<file path="src/rtl/pic_pkg.sv">
// Shared types and constants for the PIC interface logic.
package pic_pkg;

    typedef enum logic [2:0] {
        IDLE = 3'd0,
        P1   = 3'd1,
        GAP  = 3'd2,
        P2   = 3'd3,
        HOLD = 3'd4
    } state_t;

    localparam int PULSE_W_DEF = 2;
    localparam int GAP_W_DEF   = 2;

    // The 8259 answers an unclaimed acknowledge with its IR7 vector.
    localparam logic [2:0] SPURIOUS_IR = 3'b111;

endpackage

</file>
<file path="src/rtl/sync_2ff.sv">
// Single-bit two-flop synchronizer; resets asynchronously to 0.
module sync_2ff (
    input  logic clk,
    input  logic rst_n,
    input  logic d_i,
    output logic q_o
);

    logic meta_q;
    logic sync_q;

    always_ff @(posedge clk or negedge rst_n) begin
        if (!rst_n) begin
            meta_q <= 1'b0;
            sync_q <= 1'b0;
        end else begin
            meta_q <= d_i;
            sync_q <= meta_q;
        end
    end

    assign q_o = sync_q;

endmodule

</file>
<file path="src/rtl/inta_sequencer.sv">
// 8086-mode two-pulse INTA sequencer: captures the PIC vector and offers it to the CPU.
// Optional INTA_SPURIOUS_DETECT_EN adds vec_spurious for IR7 vectors returned after INT was withdrawn.
module inta_sequencer
    import pic_pkg::*;
#(
    parameter int PULSE_W = PULSE_W_DEF,
    parameter int GAP_W   = GAP_W_DEF
) (
    input  logic       clk,
    input  logic       rst_n,
    input  logic       int_in,
    input  logic       cpu_ien,
    input  logic [7:0] d_in,
    output logic       inta_n,
    output logic [7:0] vec,
    output logic       vec_valid,
    input  logic       vec_ack,
    output logic       busy
`ifdef INTA_SPURIOUS_DETECT_EN
    ,
    output logic       vec_spurious
`endif
);

    localparam int MAX_W = (PULSE_W > GAP_W) ? PULSE_W : GAP_W;
    localparam int CNT_W = $clog2(MAX_W + 1);
    localparam logic [CNT_W-1:0] PULSE_LAST = CNT_W'(PULSE_W - 1);
    localparam logic [CNT_W-1:0] GAP_LAST   = CNT_W'(GAP_W - 1);

    logic             int_sync;
    state_t           state_q;
    logic [CNT_W-1:0] cnt_q;
    logic             inta_n_q;
    logic [7:0]       vec_q;
    logic             vec_valid_q;
`ifdef INTA_SPURIOUS_DETECT_EN
    logic             int_at_p1_end_q;
    logic             vec_spurious_q;
`endif

    sync_2ff u_int_sync (
        .clk   (clk),
        .rst_n (rst_n),
        .d_i   (int_in),
        .q_o   (int_sync)
    );

    // Once P1 is entered the sequence always runs to HOLD; inputs only gate the start.
    always_ff @(posedge clk or negedge rst_n) begin
        if (!rst_n) begin
            state_q     <= IDLE;
            cnt_q       <= '0;
            inta_n_q    <= 1'b1;
            vec_q       <= 8'h00;
            vec_valid_q <= 1'b0;
`ifdef INTA_SPURIOUS_DETECT_EN
            int_at_p1_end_q <= 1'b0;
            vec_spurious_q  <= 1'b0;
`endif
        end else begin
            case (state_q)
                IDLE: begin
                    if (int_sync && cpu_ien) begin
                        state_q  <= P1;
                        cnt_q    <= '0;
                        inta_n_q <= 1'b0;
                    end
                end
                P1: begin
                    if (cnt_q == PULSE_LAST) begin
                        state_q  <= GAP;
                        cnt_q    <= '0;
                        inta_n_q <= 1'b1;
`ifdef INTA_SPURIOUS_DETECT_EN
                        int_at_p1_end_q <= int_sync;
`endif
                    end else begin
                        cnt_q <= cnt_q + 1'b1;
                    end
                end
                GAP: begin
                    if (cnt_q == GAP_LAST) begin
                        state_q  <= P2;
                        cnt_q    <= '0;
                        inta_n_q <= 1'b0;
                    end else begin
                        cnt_q <= cnt_q + 1'b1;
                    end
                end
                P2: begin
                    if (cnt_q == PULSE_LAST) begin
                        state_q     <= HOLD;
                        cnt_q       <= '0;
                        inta_n_q    <= 1'b1;
                        vec_q       <= d_in;
                        vec_valid_q <= 1'b1;
`ifdef INTA_SPURIOUS_DETECT_EN
                        vec_spurious_q <= !int_at_p1_end_q && (d_in[2:0] == SPURIOUS_IR);
`endif
                    end else begin
                        cnt_q <= cnt_q + 1'b1;
                    end
                end
                HOLD: begin
                    if (vec_ack) begin
                        state_q     <= IDLE;
                        cnt_q       <= '0;
                        vec_valid_q <= 1'b0;
`ifdef INTA_SPURIOUS_DETECT_EN
                        vec_spurious_q <= 1'b0;
`endif
                    end
                end
                default: begin
                    state_q  <= IDLE;
                    cnt_q    <= '0;
                    inta_n_q <= 1'b1;
                end
            endcase
        end
    end

    assign inta_n    = inta_n_q;
    assign vec       = vec_q;
    assign vec_valid = vec_valid_q;
    assign busy      = (state_q != IDLE);
`ifdef INTA_SPURIOUS_DETECT_EN
    assign vec_spurious = vec_spurious_q;
`endif

endmodule

</file>
<file path="config.mk">
export PLATFORM = sky130hd
export DESIGN_NAME = inta_sequencer
export DESIGN_NICKNAME = d
export VERILOG_FILES = /design/src/rtl/pic_pkg.sv /design/src/rtl/sync_2ff.sv /design/src/rtl/inta_sequencer.sv
export SDC_FILE = /design/constraint.sdc
export NUM_CORES = 1
export LEC_CHECK = 0
export CAP_MARGIN = 0
export CELL_PAD_IN_SITES_DETAIL_PLACEMENT = 1
export CELL_PAD_IN_SITES_GLOBAL_PLACEMENT = 2
export CORE_MARGIN = 2
export CORE_UTILIZATION = 31
export CTS_BUF_LIST = sky130_fd_sc_hd__clkbuf_8
export DETAILED_ROUTE_END_ITERATION = 10
export PLACE_DENSITY_LB_ADDON = 0.25
export SKIP_CTS_REPAIR_TIMING = 1
export SYNTH_ARGS = -nofsm -noshare
export SYNTH_HDL_FRONTEND = slang
export SYNTH_HIERARCHICAL = 1
export SYNTH_SLANG_ARGS = --single-unit
</file>
<file path="constraint.sdc">
create_clock -name clk -period 1.6 [get_ports clk]
set_clock_uncertainty 0.05 [all_clocks]
set_input_delay 0.16 -clock clk [delete_from_list [all_inputs] [get_ports clk]]
set_output_delay 0.16 -clock clk [all_outputs]
set_load 0.03 [all_outputs]
</file>
==> PnR_summary.wiki <==
{| class="wikitable"
! Metric !! Value
|-
| IO Port Bufs || 23
|-
| H-tree lvl count || 1
|-
| Post-Synth XOR/XNOR Area || 1.14%
|-
| CTS Buf Count || 3
|-
| Final net count || 104
|-
| Core Region || 0.00241 mm2
|-
| Number of instances in the synthesized netlist || 54
|-
| Wire length of the first global-routing pass || 2610 um
|-
| Final critical-path required period || 1580 ps
|-
| Routability Congestion || 0.622
|-
| Routed length per placed instance || 14.3 um
|-
| Hold/Removal Path Class || primary input to asynchronous set/reset pin
|-
| CP Capture Type || flop
|-
| Net count after synthesis || 67
|-
| CTS clock-pin slew for the worst setup and hold paths || 70 ps
|-
| MaxCap Viol Count || 0
|-
| Total inserted antenna cells || 0
|-
| Worst r2r src || state_q[0]
|-
| Sum of internal, switching and leakage power || 2430 uW
|-
| Final wirelength || 1720 um
|-
| Upper clock frequency limit || 634 MHz
|-
| Via-to-Cell Ratio || 4.68
|-
| Total vias in the final route || 562
|-
| Die boundary height || 53.7 um
|-
| CP required || 1690 ps
|-
| Proportion of synthesized area in mux cells || 15.7%
|-
| Area growth syn-to-layout || 51.1%
|-
| Slew @ Worst Pin || 463 ps
|-
| Slew HR || 68.4%
|-
| Part of the Yosys area used for sequential elements || 55.6%
|-
| Setup crit start kind || flop
|-
| Buffer type at the clock tree root || sky130_fd_sc_hd__clkbuf_8
|-
| Setup slack, reg-to-reg || 20 ps
|-
| Register bit total from synthesis || 17
|-
| First element of the critical path || state_q[0]
|-
| RSZ-0062 raised after global routing || true
|-
| Number of routed nets with antenna violations || 0
|-
| Most frequent standard cell in the layout excluding fill and tap cells || sky130_fd_sc_hd__clkdlybuf4s50_1
|-
| Post-route DRC violation count || 0
|-
| GRT Util Overall || 13.6%
|-
| Largest family of logic cells by synthesized area || multiplexers
|-
| Core occupancy in the finished layout || 48.1%
|-
| Total power per unit cell area || 2090 mW/mm2
|-
| Top-level port count || 24
|-
| Number of global-route vias before repair || 553
|-
| Warning count from the yosys run || 6
|-
| Synth Area in Adders || 0%
|-
| Footprint of the multi-input gates || 312 um2
|-
| Clock tree sinks || 17
|-
| Highest-count cells in the layout ignoring fill and taps || 21 x sky130_fd_sc_hd__clkdlybuf4s50_1, 16 x sky130_fd_sc_hd__dfrtp_1, 10 x sky130_fd_sc_hd__buf_4
|-
| Pin count of the biggest net entering global routing || 18
|-
| Initial DRT Pass Iterations || 2
|-
| Mean area per synthesized cell || 14.2 um2
|-
| Type of the setup path with the least slack || flop to flop
|-
| Storage cell area || 427 um2
|-
| Result of the run || complete, no violations
|-
| Critical path arrival || 1670 ps
|-
| Reported leakage power || 0.000548 uW
|-
| Longest Clk Path Bufs || 2
|-
| Initial antenna violation count || 0
|-
| Insertion delay of the later-clocked pin in the worst-skew pair || 260 ps
|-
| Count of endpoints failing hold in the final timing report || 0
|-
| Number of cells on the worst reg-to-reg path || 5
|-
| Clock tree from TritonCTS || done
|-
| Starting density of the core || 31.8%
|-
| Peak ir drop on the vdd network || 0.00100 V
|-
| Horizontal die dimension || 53.7 um
|-
| Endpoint of the lowest-slack register-to-register path || vec[5]
|-
| Area fraction in and, or, nand and nor cells after synthesis || 15.5%
|-
| Worst-path maximum fanout || 6
|-
| Final number of setup-violating endpoints || 0
|-
| Number of distinct library cell variants in the gate-level netlist after synthesis || 25
|-
| HPWL after detailed placement || 1190 um
|-
| Fill cell instance count of the final layout || 253
|-
| Share of final-layout standard cells stronger than drive strength 1 || 34.4%
|-
| Aggregate negative setup slack || 0 ps
|-
| Number of rows in the core area || 18
|-
| Final Worst Setup Slack || 23.3 ps
|-
| Crit path capture || vec[5]
|-
| Complex-gate fraction of the synthesized area || 7.99%
|-
| Die ar. || 0.00289 mm2
|-
| Final cycle utilization of the critical path || 98.5%
|-
| Remaining global-route overflow || 0
|-
| Max Slew Vio Count || 0
|-
| Post-placement worst setup slack || -28.5 ps
|-
| Netlist Area Pre-Place || 767 um2
|-
| First DRT Iteration DRCs || 4
|}
==> report_power, final <==
group          total, uW  switching [uW]  internal (uW)  leakage (uW)
registers            732             109            623      0.000201
logic               1370             654            715      0.000322
clock network        326             153            173     0.0000255
total               2430             916           1510      0.000548
==> sequential cells by signal, summed over array words and instances, names as in the netlist <==
register	cells
cnt_q	2
inta_n	1
state_q	3
u_int_sync/meta_q	1
u_int_sync/q_o	1
vec	8
vec_valid	1
==> layer usage <==
| layer | wire length [um] | global-route usage [%] |
|---|---|---|
| met1 | 761 | 16.5 |
| met3 | 68 | 4.44 |
| met4 | 31 | 8.97 |
| met2 | 859 | 20.3 |
| met5 | 0 | 0 |
==> stage by stage <==
stage,hold WS (ps),std cells,area (um2)
global route,188,120,1160
floorplan,-186,54,767
global placement,283,111,1060
CTS,181,115,1110
detailed placement,287,111,1060
finish,180,120,1160
==> cell usage after synthesis <==
master	count	area [um2]
sky130_fd_sc_hd__a2111oi_0	1	8.76
sky130_fd_sc_hd__a211o_1	1	8.76
sky130_fd_sc_hd__a211oi_1	3	22.5
sky130_fd_sc_hd__and3b_1	1	8.76
sky130_fd_sc_hd__and4b_1	1	10.0
sky130_fd_sc_hd__and4bb_2	1	12.5
sky130_fd_sc_hd__buf_2	1	5.00
sky130_fd_sc_hd__buf_6	2	22.5
sky130_fd_sc_hd__clkbuf_1	1	3.75
sky130_fd_sc_hd__dfrtp_1	16	400
sky130_fd_sc_hd__dfstp_2	1	26.3
sky130_fd_sc_hd__mux2_4	8	120
sky130_fd_sc_hd__nand2_1	3	11.3
sky130_fd_sc_hd__nand3b_4	1	20.0
sky130_fd_sc_hd__nor2_1	2	7.51
sky130_fd_sc_hd__nor2b_1	1	6.26
sky130_fd_sc_hd__nor3_1	2	10.0
sky130_fd_sc_hd__nor4b_1	1	8.76
sky130_fd_sc_hd__o21ai_0	1	5.00
sky130_fd_sc_hd__o31a_1	1	8.76
sky130_fd_sc_hd__o31ai_1	1	7.51
sky130_fd_sc_hd__or2b_1	1	7.51
sky130_fd_sc_hd__or3_2	1	7.51
sky130_fd_sc_hd__or3b_1	1	8.76
sky130_fd_sc_hd__xor2_1	1	8.76
==> logic make-up (layout without fill, tap and decap cells) <==
group | after synthesis | after routing
flip-flops | 17 | 17
AND/OR/NAND/NOR | 16 | 16
AO/OA/AOI/OAI | 8 | 8
multiplexers | 8 | 8
buffers and inverters | 4 | 40
XOR/XNOR | 1 | 1
==> worst min path at each step <==
stage | slack, ps | startpoint | depth (start not counted) | to
after detailed placement | 290 | u_int_sync/meta_q | 0 | u_int_sync/q_o
final | 180 | rst_n | 2 | vec[2]
after global routing | 190 | rst_n | 2 | vec[2]
after floorplan | -190 | rst_n | 0 | cnt_q[0]
after CTS | 180 | rst_n | 2 | vec[2]
after global placement | 280 | u_int_sync/meta_q | 0 | u_int_sync/q_o
==> worst max-delay path, cell delays in order, from the launching register on <==
cell and delay (ps):
sky130_fd_sc_hd__dfrtp_1 360, sky130_fd_sc_hd__buf_6 130, sky130_fd_sc_hd__nand3b_4 80, sky130_fd_sc_hd__or3b_4 400
sky130_fd_sc_hd__buf_6 150, sky130_fd_sc_hd__mux2_4 290
==> cell type report <==
cell class	count	area share, %
Tap cell	30	3.24
Clock inverter	1	0.432
Clock buffer	3	3.56
Sequential cell	17	36.8
Timing Repair Buffer	36	29.0
Multi-Input combinational cell	33	26.9
Note: power is estimated with default switching activity, not from simulation.
